File: src/rtl/vmem_pkg.sv
// -----------------------------------------------------------------------------
// vmem_pkg
// Shared definitions for the vector load/store sequencer: the lane count,
// the sequencer state enumeration and the legal vector-size check.
// -----------------------------------------------------------------------------
package vmem_pkg;

   localparam int NLANES = 5;

   typedef enum logic [1:0] {
      ST_IDLE  = 2'd0,
      ST_STORE = 2'd1,
      ST_LOAD  = 2'd2,
      ST_FIN   = 2'd3
   } state_t;

   // A vector moves between 1 and NLANES lanes; anything else is rejected.
   function automatic logic vsize_legal(input logic [2:0] v);
      return (v != 3'd0) && (v <= 3'(NLANES));
   endfunction

endpackage

File: src/rtl/vmem_lane_buf.sv
// -----------------------------------------------------------------------------
// vmem_lane_buf
// NLANES x DW lane buffer used by the vector sequencer.
// Ports:
//   clk, reset   - clock, synchronous active-high reset (clears all lanes)
//   i_cap        - parallel load of all lanes from i_cap_data (store snapshot)
//   i_cap_data   - all lanes, lane 0 in the least significant slot
//   i_wr         - single-lane write of i_wr_data at i_idx (load beat)
//   i_idx        - lane index shared by the single-lane write and read
//   o_rd_data    - lane at i_idx (store data for the current beat)
//   o_lanes      - all lanes in parallel (register file write data)
// -----------------------------------------------------------------------------
module vmem_lane_buf
   import vmem_pkg::*;
#(
   parameter int DW = 32
) (
   input  logic                         clk,
   input  logic                         reset,
   input  logic                         i_cap,
   input  logic [NLANES-1:0][DW-1:0]    i_cap_data,
   input  logic                         i_wr,
   input  logic [2:0]                   i_idx,
   input  logic [DW-1:0]                i_wr_data,
   output logic [DW-1:0]                o_rd_data,
   output logic [NLANES-1:0][DW-1:0]    o_lanes
);

   logic [NLANES-1:0][DW-1:0] r_lane;
   logic                      w_idx_ok;

   assign w_idx_ok = (i_idx < 3'(NLANES));

   always_ff @(posedge clk) begin
      if (reset) begin
         r_lane <= '0;
      end else if (i_cap) begin
         r_lane <= i_cap_data;
      end else if (i_wr && w_idx_ok) begin
         r_lane[i_idx] <= i_wr_data;
      end
   end

   assign o_rd_data = w_idx_ok ? r_lane[i_idx] : '0;
   assign o_lanes   = r_lane;

endmodule

File: src/rtl/vmem_seq.sv
// -----------------------------------------------------------------------------
// vmem_seq
// Vector load/store sequencer between the 5-lane vector register file and a
// single-word memory port. A store snapshots the register lanes in one cycle
// and serializes them to memory; a load gathers words one beat at a time and
// writes them back as a single all-lane register write.
// Ports:
//   clk, reset                 - clock, synchronous active-high reset
//   start/is_store/vsize/
//   base_addr/vreg             - command, sampled only while idle
//   busy, done, err            - status; done/err are one-cycle pulses
//   mem_req/mem_ready/mem_we/
//   mem_addr/mem_wd/mem_rd     - memory beat interface (ready-qualified)
//   vrf_ra, vrf_rd1..5         - register file read (combinational in idle)
//   vrf_we/vrf_wa/vrf_wd1..5   - register file vector write
//   vrf_vector_op/size         - register file vector qualifier and lane count
// -----------------------------------------------------------------------------
module vmem_seq
   import vmem_pkg::*;
#(
   parameter int DW  = 32,
   parameter int AW  = 32,
   parameter int RAW = 4
) (
   input  logic            clk,
   input  logic            reset,
   input  logic            start,
   input  logic            is_store,
   input  logic [2:0]      vsize,
   input  logic [AW-1:0]   base_addr,
   input  logic [RAW-1:0]  vreg,
   output logic            busy,
   output logic            done,
   output logic            err,
   output logic            mem_req,
   input  logic            mem_ready,
   output logic            mem_we,
   output logic [AW-1:0]   mem_addr,
   output logic [DW-1:0]   mem_wd,
   input  logic [DW-1:0]   mem_rd,
   output logic [RAW-1:0]  vrf_ra,
   input  logic [DW-1:0]   vrf_rd1,
   input  logic [DW-1:0]   vrf_rd2,
   input  logic [DW-1:0]   vrf_rd3,
   input  logic [DW-1:0]   vrf_rd4,
   input  logic [DW-1:0]   vrf_rd5,
   output logic            vrf_we,
   output logic [RAW-1:0]  vrf_wa,
   output logic [DW-1:0]   vrf_wd1,
   output logic [DW-1:0]   vrf_wd2,
   output logic [DW-1:0]   vrf_wd3,
   output logic [DW-1:0]   vrf_wd4,
   output logic [DW-1:0]   vrf_wd5,
   output logic            vrf_vector_op,
   output logic [2:0]      vrf_vector_size
);

   state_t                    r_state;
   logic [2:0]                r_i;
   logic [2:0]                r_vsize;
   logic [RAW-1:0]            r_vreg;
   logic [AW-1:0]             r_addr;
   logic                      r_mem_req;
   logic                      r_mem_we;
   logic                      r_done;
   logic                      r_err;
   logic                      r_vrf_we;

   logic                      w_idle;
   logic                      w_legal;
   logic                      w_cap;
   logic                      w_ld_wr;
   logic                      w_last;
   logic [NLANES-1:0][DW-1:0] w_cap_data;
   logic [NLANES-1:0][DW-1:0] w_lanes;
   logic [DW-1:0]             w_rd_data;

   assign w_idle     = (r_state == ST_IDLE);
   assign w_legal    = vsize_legal(vsize);
   assign w_cap      = w_idle && start && is_store && w_legal;
   assign w_ld_wr    = (r_state == ST_LOAD) && mem_ready;
   assign w_last     = (r_i == (r_vsize - 3'd1));
   assign w_cap_data = {vrf_rd5, vrf_rd4, vrf_rd3, vrf_rd2, vrf_rd1};

   vmem_lane_buf #(.DW(DW)) u_buf (
      .clk        (clk),
      .reset      (reset),
      .i_cap      (w_cap),
      .i_cap_data (w_cap_data),
      .i_wr       (w_ld_wr),
      .i_idx      (r_i),
      .i_wr_data  (mem_rd),
      .o_rd_data  (w_rd_data),
      .o_lanes    (w_lanes)
   );

   always_ff @(posedge clk) begin
      if (reset) begin
         r_state   <= ST_IDLE;
         r_i       <= '0;
         r_vsize   <= '0;
         r_vreg    <= '0;
         r_addr    <= '0;
         r_mem_req <= 1'b0;
         r_mem_we  <= 1'b0;
         r_done    <= 1'b0;
         r_err     <= 1'b0;
         r_vrf_we  <= 1'b0;
      end else begin
         case (r_state)
            ST_IDLE: begin
               if (start) begin
                  if (w_legal) begin
                     r_vsize   <= vsize;
                     r_vreg    <= vreg;
                     // Beats are word-granular: drop the byte offset.
                     r_addr    <= base_addr & ~AW'(3);
                     r_i       <= '0;
                     r_mem_req <= 1'b1;
                     r_mem_we  <= is_store;
                     r_state   <= is_store ? ST_STORE : ST_LOAD;
                  end else begin
                     r_done  <= 1'b1;
                     r_err   <= 1'b1;
                     r_state <= ST_FIN;
                  end
               end
            end
            ST_STORE, ST_LOAD: begin
               if (mem_ready) begin
                  r_i    <= r_i + 3'd1;
                  r_addr <= r_addr + AW'(4);
                  if (w_last) begin
                     r_mem_req <= 1'b0;
                     r_mem_we  <= 1'b0;
                     r_done    <= 1'b1;
                     // Only a load hands its gathered lanes to the register file.
                     r_vrf_we  <= (r_state == ST_LOAD);
                     r_state   <= ST_FIN;
                  end
               end
            end
            default: begin
               r_done   <= 1'b0;
               r_err    <= 1'b0;
               r_vrf_we <= 1'b0;
               r_state  <= ST_IDLE;
            end
         endcase
      end
   end

   assign busy     = !w_idle;
   assign done     = r_done;
   assign err      = r_err;
   assign mem_req  = r_mem_req;
   assign mem_we   = r_mem_we;
   assign mem_addr = r_addr;
   assign mem_wd   = w_rd_data;

   // While idle the read port follows the command so the snapshot is ready at
   // the accepting edge; afterwards it tracks the latched register.
   assign vrf_ra          = w_idle ? vreg : r_vreg;
   assign vrf_vector_op   = w_idle ? (start & is_store) : r_vrf_we;
   assign vrf_vector_size = w_idle ? vsize : r_vsize;

   assign vrf_we  = r_vrf_we;
   assign vrf_wa  = r_vreg;
   assign vrf_wd1 = w_lanes[0];
   assign vrf_wd2 = w_lanes[1];
   assign vrf_wd3 = w_lanes[2];
   assign vrf_wd4 = w_lanes[3];
   assign vrf_wd5 = w_lanes[4];

endmodule

File: config.mk
export PLATFORM = sky130hd
export DESIGN_NAME = vmem_seq
export DESIGN_NICKNAME = d
export VERILOG_FILES = /design/src/rtl/vmem_pkg.sv /design/src/rtl/vmem_lane_buf.sv /design/src/rtl/vmem_seq.sv
export SDC_FILE = /design/constraint.sdc
export NUM_CORES = 1
export LEC_CHECK = 0
export BUFFER_PORTS_ARGS = -buffer_cell sky130_fd_sc_hd__buf_2
export CAP_MARGIN = 10
export CORE_AREA = 2 2 183 185
export DETAILED_ROUTE_END_ITERATION = 12
export DIE_AREA = 0 0 185 187
export HOLD_SLACK_MARGIN = 0.02
export PLACE_DENSITY = 0.61
export SLEW_MARGIN = 20
export SYNTH_ARGS = -nofsm -noshare
export SYNTH_HDL_FRONTEND = slang
export SYNTH_SLANG_ARGS = --single-unit
File: constraint.sdc
create_clock -name clk -period 2.2 [get_ports clk]
set_input_delay 0.33 -clock clk [delete_from_list [all_inputs] [get_ports clk]]
set_output_delay 0.33 -clock clk [all_outputs]
set_load 0.02 [all_outputs]
; Word-level counts from Yosys, hierarchy flattened
; Index checks and enable logic that the tools add are counted.
[op_classes]
bitwise_logic = 3
n_reduce_logical = 20
n_lt_le_gt_ge = 4
n_eq_ne = 8
muxes = 42
addsub = 3
[ops]
columns = operator, count
row1 = 160-bit two-way mux, 2
row2 = 32-bit two-way mux, 6
row3 = 160-bit bitwise mux, 1
row4 = 32-bit binary-select mux with 3-bit select, 1
row5 = 32-bit demux with 3-bit select, 1
row6 = 32-bit case mux with 2 select lines, 1
row7 = 32-bit by 3-bit adder with 32-bit output (second input constant), 1
row8 = 1-bit two-way mux, 13
row9 = 3-bit two-way mux, 4
row10 = 3-bit AND reduction, 4
row11 = 2-bit two-way mux, 5
row12 = 1-bit case mux with 2 select lines, 5
row13 = 2-bit inequality test (second input constant), 4
row14 = 4-bit AND reduction, 2
row15 = 1-bit logical AND, 7
row16 = 3-bit case mux with 2 select lines, 1
row17 = 5-bit AND reduction, 1
row18 = 3-bit by 4-bit less-than comparator with 1-bit output (second input constant), 1
row19 = 4-bit two-way mux, 1
row20 = 2-bit case mux with 2 select lines, 1
row21 = 2-bit nonzero test, 2
row22 = 3-bit by 1-bit adder with 3-bit output (second input constant), 1
row23 = 3-bit == test, 1
row24 = 3-bit by 1-bit >= comparator with 1-bit output (second input constant), 1
row25 = 12 further kinds, 13
[totals]
elab_cells = 95
output_inout_bits = 242
reg_bits = 209
input_bits = 236

; Longest topological paths before layout
; Gate-level depths: netlist of the first run.
[logic_depth]
depth_word = 7
depth_mapped = 10
ltp_nobuf = 7

; Modules after synthesis
; From an unflattened synthesis of the first run, not the netlist that was laid out.
[hier_totals]
hier_cells = 1363
area_unflattened_um2 = 11685.0
[modules_own_cells]
columns = module, cells_per_inst, seq_area_each_um2, n_inst, area_each_um2
row1 = vmem_lane_buf, 973, 3203.1, 1, 8625.8
row2 = vmem_seq, 390, 940.9, 1, 3059.2

; Worst setup path before layout of the first run
; OpenSTA, ideal clock, no wires.
[synth_path]
path_kind = reg2reg
from = register r_addr[2] (netlist: mem_addr[2])
to = register r_addr[26] (netlist: mem_addr[26])
setup_time_ns = 0.070
n_path_buf = 0
path_stages_with_launch = 7
t_required_ns = 2.130
setup_slack_ns = 0.004
period_less_slack_ns = 2.196
arrival_time_ns = 2.126
cell_sequence = dfxtp_1 -> ha_1 -> nand4_1 -> or4_4 -> nor4_2 -> mux2_2 -> a21oi_1
[synth_via]
elab_chain_len = 3
[synth_rtl]
columns = item, line
row1 = start: declaration, vmem_seq.sv:62  ; logic [AW-1:0] r_addr;
row2 = start signal: assignment, vmem_seq.sv:117  ; r_addr <= base_addr & ~AW'(3);
row3 = start signal: assignment, vmem_seq.sv:132  ; r_addr <= r_addr + AW'(4);
row4 = 32-bit by 3-bit adder with 32-bit output, vmem_seq.sv:132
row5 = 32-bit two-way mux, vmem_seq.sv:130  ; if (mem_ready) begin
row6 = 32-bit case mux with 2 select lines, vmem_seq.sv:110  ; case (r_state)
; Every way passes these cells. The select of a mux whose other input is x is not followed.
; A chain may end at the register's enable or synchronous reset.

; Final worst setup path of the first run
[layout_path]
from = register r_i[0]
to = output mem_wd[17]
[layout_via]
elab_chain_len = 3
elab_cells_between_ends = 4
classes_between = order compare (1) / mux (3)
[layout_rtl]
columns = item, line
row1 = start: declaration, vmem_seq.sv:59  ; logic [2:0] r_i;
row2 = start signal: assignment, vmem_seq.sv:131  ; r_i <= r_i + 3'd1;
row3 = 32-bit binary-select mux with 3-bit select, vmem_lane_buf.sv:44  ; assign o_rd_data = w_idx_ok ? r_lane[i_idx] : '0;
row4 = 32-bit two-way mux (implied by the code), vmem_lane_buf.sv:44
row5 = 32-bit two-way mux *, vmem_lane_buf.sv:44
row6 = end: declaration, vmem_seq.sv:39  ; output logic [DW-1:0] mem_wd,
; Every way passes the cells marked *; elsewhere a longest branch is shown, timed or not. The select of a mux whose other input is x is not followed.

==> results_dict.tcl, run 1 <==
set metrics [dict create \
    critical_path_arrival_ns 1.92 \
    drt_first_pass_iters 5 \
    max-vdd-ir-drop_v 0.000728 \
    ys_top_cells_by_area "dfxtp_1 (37%), mux2i_1 (21%), a211oi_1 (11%), nor2_1 (6.7%), o22ai_1 (2.0%)" \
    power_frac_seq 0.282 \
    initialDrtViolationCount 732 \
    cp-end-kind "output port" \
    synth_commonest_cells "mux2i_1 (234), dfxtp_1 (207), nor2_1 (201), a211oi_1 (173), clkbuf_1 (58)" \
    p_int_mw 10.9 \
    netlist.top_cell.by_area "dfxtp_1" \
    gp_congestion 0.873 \
    route.vias.total 12158 \
    timing_worst_setup_path_type "flip-flop to output port" \
    worst_hold_path.num_cells 3 \
    totalWireLength_mm 46.2 \
    cts.htree.levels 1 \
    synth_edf_count 0 \
    worstPathRequired_ns 1.87 \
    topRoutingLayerUsed "met5" \
    die_h_um 187 \
    hold_viol_final 0 \
    wl_per_cell_um 20.8 \
    worstRegToRegCells 6 \
    switching_share 0.410 \
    slew-limit-headroom 0.638 \
    route.met3.wl_mm 2.93 \
    cp-start-kind "flip-flop" \
    total_power_mw 18.6 \
    max_freq_mhz 445 \
    ys_ff_latch 207 \
    cts-root-buf "clkbuf_16" \
    core-area_um2 32900 \
    antenna_left 0 \
    drc_errors 0 \
    async_reset_ff_frac 0 \
    fin_tns_setup_ns -0.285 \
    setup_ws_ns -0.0490 \
    fill_cells 3216 \
    cts_inserted_buffers 26 \
    yosysTopAreaCellShare 0.365 \
    initial_core_util 0.345 \
    die_area_um2 34600 \
    tightest_slew_ns 0.543 \
    path_clk_slew_ns 0.06 \
    cts_tree "done" \
    slew_violations 0 \
    wl_met1_mm 19.7 \
    period_share 1.02 \
    insertion_delay_ns 0.54 \
    skew_ns 0.00742 \
    violations "negative setup slack" \
    grt-ovfl-total 0 \
    die_width_um 185 \
    yosysMostFrequentCell "mux2i_1" \
    antenna_found_initial 7 \
    register_area_um2 4160 \
    post_dp_cell_area_um2 14500 \
    rsz0062_at_grt "yes" \
    hp-class "input port to flip-flop" \
    p_comb_frac 0.493 \
    drive_above_1_share 0.385 \
    io_buffers 473 \
    final_cells 2222 \
    cp_max_fo 6 \
    status "finished, violations left" \
    hold_buffers 0 \
    dp_hpwl_mm 31.5 \
    wl_met2_mm 22.2 \
    p_switching_mw 7.60 \
    first_global_vias 11569 \
    grt_pass1_wl_mm 68.9 \
    clockPowerShare 0.225 \
    pin_count 478 \
    setup_viol 13 \
    grt_max_degree 63 \
    cellPowerDensity_nw_per_um2 1150 \
    synthToLayoutAreaGrowth_pct 42.3 \
    syn_area_um2 11300 \
    synth_cell_type_count 68 \
    synth_cells 1282 \
    synth_warnings 0 \
    multi_input_area_um2 6830 \
    synth.avg_cell_area_um2 8.85 \
    final_util 0.491 \
    layout.nets 1995 \
    num_rows 67 \
    yosysSeqAreaShare 0.365 \
    clock_path_buffers 3 \
    fin_crit_ns 2.25 \
    p_leak_nw 7.09 \
    numClockSinks 207 \
    viasPerCell 5.47 \
    final_cell_area_um2 16100 \
    placed_cells 2144 \
    cap_violations 0 \
    grt_usage 0.254 \
    synthFlopType "dfxtp_1" \
]
[per-stage QoR]
step / setup WS (ns) / hold slack (ns)
global placement: 0.0656 / 0.462
CTS: -0.0631 / 0.0349
finish: -0.0490 / 0.0518
floorplan: 0.00385 / 0.460
detailed placement: 0.0467 / 0.478
global route: -0.106 / 0.0647
[routing by layer]
layer,track usage,vias up
met4,0.0797,4
met3,0.0339,95
met2,0.425,521
met5,0,-
met1,0.337,5828
li1,-,5710
[worst max-delay path, cell delays in order (launching register included)]
cell and delay [ns]:
dfxtp_4 0.38, buf_12 0.15, buf_16 0.15, mux2i_1 0.12, o22a_1 0.20, o22ai_1 0.19, buf_4 0.19
[path summary, 6_finish.rpt]
kind	to	startpoint	slack [ns]
min	vrf_wa[1]$_SDFFE_PP0P_	vreg[1]	0.05
max reg2reg	mem_addr[26]$_SDFFE_PP0P_	mem_addr[2]$_SDFFE_PP0P_	0.13
max	mem_wd[17]	r_i[0]$_SDFFE_PP0P_	-0.05
min reg2reg	mem_we$_SDFFE_PP0P_	mem_we$_SDFFE_PP0P_	0.49
[layout make-up]
class                   count  area share
diodes                      7     0.00109
clock buffers              39      0.0491
clock inverters             5     0.00155
inverters                  11     0.00271
multi-input cells         941       0.423
flip-flops and latches    207       0.257
well taps                 448      0.0347
repair buffers            564       0.230
[cells in the final DEF, fill, tap and decap left out, types with 6 or more instances in the layout]
master	n
a21oi_1	39
ha_1	6
clkbuf_1	6
o22a_1	21
buf_6	19
mux2i_2	10
buf_4	65
inv_1	8
mux2i_1	218
a31oi_1	7
nand4_1	10
buf_12	27
o22ai_2	13
mux2_2	9
nor2_1	199
dfxtp_1	202
nand3_1	26
clkbuf_16	29
mux2i_4	6
nor3_1	7
o21ai_0	26
nand2_1	51
diode_2	7
buf_2	442
o22ai_1	23
a211oi_1	173
[what timing repair did]
item                       CTS  global route
cloned                       6             1
setup endpoints to repair   40            39
buffers inserted            15             6
resized for setup           66            53
pin swaps                   15            30
[cell families (layout without fill, tap and decap cells)]
| group | count (synthesis) | after routing | synth area share |
|---|---|---|---|
| simple gates | 343 | 343 | 0.137 |
| compound gates | 340 | 340 | 0.211 |
| mux | 243 | 243 | 0.215 |
| flops | 207 | 207 | 0.365 |
| buf+inv | 135 | 619 | 0.0564 |
| fa+ha+maj | 8 | 8 | 0.00883 |
| xor+xnor | 5 | 5 | 0.00508 |
| other cells | 1 | 9 | 0.000331 |
[power by group through the flow]
stage | Clock (mW) | Combinational, mW | Sequential (mW)
2_1_floorplan | 0 | 4.45 | 5.93
3_5_place_dp | 0 | 7.84 | 5.34
4_1_cts | 4.26 | 8.86 | 5.19
3_3_place_gp | 0 | 7.77 | 5.32
6_report | 4.17 | 9.15 | 5.23
5_1_grt | 4.39 | 9.81 | 5.33
[registers in the layout, summed over array words and instances, names as in the netlist, 2 cells and up]
| signal | flops |
|---|---|
| r_i | 3 |
| r_vsize | 3 |
| r_state | 2 |
| vrf_wa | 4 |
| u_buf.o_lanes | 160 |
| mem_addr | 30 |
Power figures use the tool's default switching activity.
==> inputs of run 2 (changes only) <==
- SKIP_LAST_GASP: not set -> 1
==> run 2 against run 1 <==
Net effect:
- die area unchanged
- cell count about the same
- clock-buffer cell count unchanged
- largest power group unchanged
- the flow still finishes with violations (negative setup slack)
- sequential cell count unchanged
- combinational power about the same
- cell area down 0.15%
- critical endpoint unchanged
==> results_dict.tcl, run 2 (synthesized netlist as in run 1, its figures left out) <==
set metrics [dict create \
    antenna_found_initial 7 \
    grt_pass1_wl_mm 68.9 \
    drc_errors 0 \
    layout_common_cells "buf_2 (443), mux2i_1 (218), dfxtp_1 (202)" \
    io_buffers 473 \
    hold_slack_ns 0.0511 \
    reg2reg_to "mem_addr[26]$_SDFFE_PP0P_" \
    synthToLayoutAreaGrowth_pct 42.1 \
    rsz0062_at_grt "yes" \
    die_h_um 187 \
    max_freq_mhz 444 \
    fill_cells 3218 \
    critical_path_arrival_ns 1.92 \
    drt_first_pass_iters 5 \
    cap_violations 0 \
    clock_path_buffers 3 \
    numClockSinks 207 \
    core-area_um2 32900 \
    fin_crit_ns 2.25 \
    insertion_delay_ns 0.54 \
    max-vdd-ir-drop_v 0.000728 \
    wl_per_cell_um 20.8 \
    viasPerCell 5.47 \
    final_cell_area_um2 16100 \
    setup_ws_ns -0.0503 \
    grt_usage 0.254 \
    tightest_slew_ns 0.552 \
    setup_viol 12 \
    num_rows 67 \
    worstRegToRegCells 6 \
    totalWireLength_mm 46.2 \
    hp-class "input port to flip-flop" \
    r2r_start "mem_addr[2]$_SDFFE_PP0P_" \
    layout.nets 1995 \
    initialDrtViolationCount 764 \
    pin_count 478 \
    die_width_um 185 \
    cp-start-kind "flip-flop" \
    timing_worst_setup_path_type "flip-flop to output port" \
    path_clk_slew_ns 0.06 \
    hold_buffers 0 \
    cellPowerDensity_nw_per_um2 1150 \
    die_area_um2 34600 \
    post_dp_cell_area_um2 14500 \
    drive_above_1_share 0.384 \
    initial_core_util 0.345 \
    final_common_cell "buf_2" \
    cts-root-buf "clkbuf_16" \
    status "finished, violations left" \
    r2r_slack_ns 0.13 \
    gp_congestion 0.873 \
    grt-ovfl-total 0 \
    cp-end-kind "output port" \
    slew_violations 0 \
    cts_tree "done" \
    skew_ns 0.00723 \
    largest_register_ffs 160 \
    grt_max_degree 63 \
    violations "negative setup slack" \
    p_leak_nw 7.09 \
    hp-start "vreg[1]" \
    slew-limit-headroom 0.632 \
    route.vias.total 12140 \
    first_global_vias 11568 \
    cp_max_fo 6 \
    antenna_left 0 \
    whs_endpoint "vrf_wa[1]$_SDFFE_PP0P_" \
    worst_hold_path.num_cells 3 \
    worstPathRequired_ns 1.87 \
    cts_inserted_buffers 26 \
    dp_hpwl_mm 31.5 \
    cts.htree.levels 1 \
    period_share 1.02 \
    hold_viol_final 0 \
]
## run 2: changes by cell type in the layout (fill, tap and decap cells not counted)
| cell | before | now |
|---|---|---|
| a21oi_1 | 39 | 40 |
| a21oi_2 | 3 | 2 |
| buf_2 | 442 | 443 |
| buf_4 | 65 | 66 |
| buf_6 | 19 | 17 |
| diode_2 | 7 | 5 |
| o22ai_1 | 23 | 24 |
| o22ai_2 | 13 | 12 |
## run 2: metrics by stage
step / setup TNS, ns / std cells / util / worst slack (ns) / power [mW]
final: -0.321 / 2220 / 0.490 / -0.0503 / 18.5
after global routing: -1.97 / 2220 / 0.490 / -0.106 / 19.5
after CTS: -0.593 / 2209 / 0.483 / -0.0631 / 18.3
after detailed placement: 0 / 2144 / 0.441 / 0.0467 / 13.2
after global placement: 0 / 2144 / 0.441 / 0.0656 / 13.1
after floorplan: 0 / 1283 / - / 0.00385 / 10.4
## run 2: routing by layer
metal | global-route usage | part of all wire | vias up
li1 | - | - | 5698
met1 | 0.336 | 0.43 | 5864
met2 | 0.425 | 0.48 | 485
met3 | 0.0339 | 0.061 | 89
met4 | 0.0797 | 0.028 | 4
met5 | 0 | 0.00069 | -
## run 2: cell type report
cell class                 instances  area (um2)  area share
multi-input combinational        941        6820       0.424
inverter                          11        43.8     0.00272
antenna                            5        12.5    0.000777
sequential                       207        4160       0.258
clock inverter                     5        25.0     0.00155
tap                              448         561      0.0348
clock buffer                      39         792      0.0492
timing repair buffer             564        3700       0.230
## run 2: critical path, cell delays in order (launching register included)
cell	delay [ns]
dfxtp_4	0.38
buf_12	0.15
buf_16	0.15
mux2i_1	0.12
o22a_1	0.19
o22ai_1	0.19
buf_4	0.19
## run 2: where the power goes
group	internal (mW)	leakage [nW]	total, mW	switching (mW)
Combinational	3.99	4.99	9.14	5.15
Clock	2.46	0.408	4.17	1.71
Sequential	4.49	1.70	5.23	0.743
## run 2: worst max path at each step
| stage | cells past startpoint | endpoint | slack, ns | start |
|---|---|---|---|---|
| after CTS | 6 | mem_wd[21] | -0.06 | r_i[0]$_SDFFE_PP0P_ |
| final | 6 | mem_wd[17] | -0.05 | r_i[0]$_SDFFE_PP0P_ |
| after global routing | 7 | mem_wd[6] | -0.11 | r_i[0]$_SDFFE_PP0P_ |
| after floorplan | 6 | mem_addr[26]$_SDFFE_PP0P_ | 0.004 | mem_addr[2]$_SDFFE_PP0P_ |
| after detailed placement | 6 | mem_addr[26]$_SDFFE_PP0P_ | 0.05 | mem_addr[2]$_SDFFE_PP0P_ |
| after global placement | 6 | mem_addr[26]$_SDFFE_PP0P_ | 0.07 | mem_addr[2]$_SDFFE_PP0P_ |
## run 2: repair_timing
action                     in CTS  in global routing
setup buffers                  15                  6
gates resized for setup        65                 49
setup endpoints to repair      40                 39
pin swaps                      15                 28
cloned                          6                  1
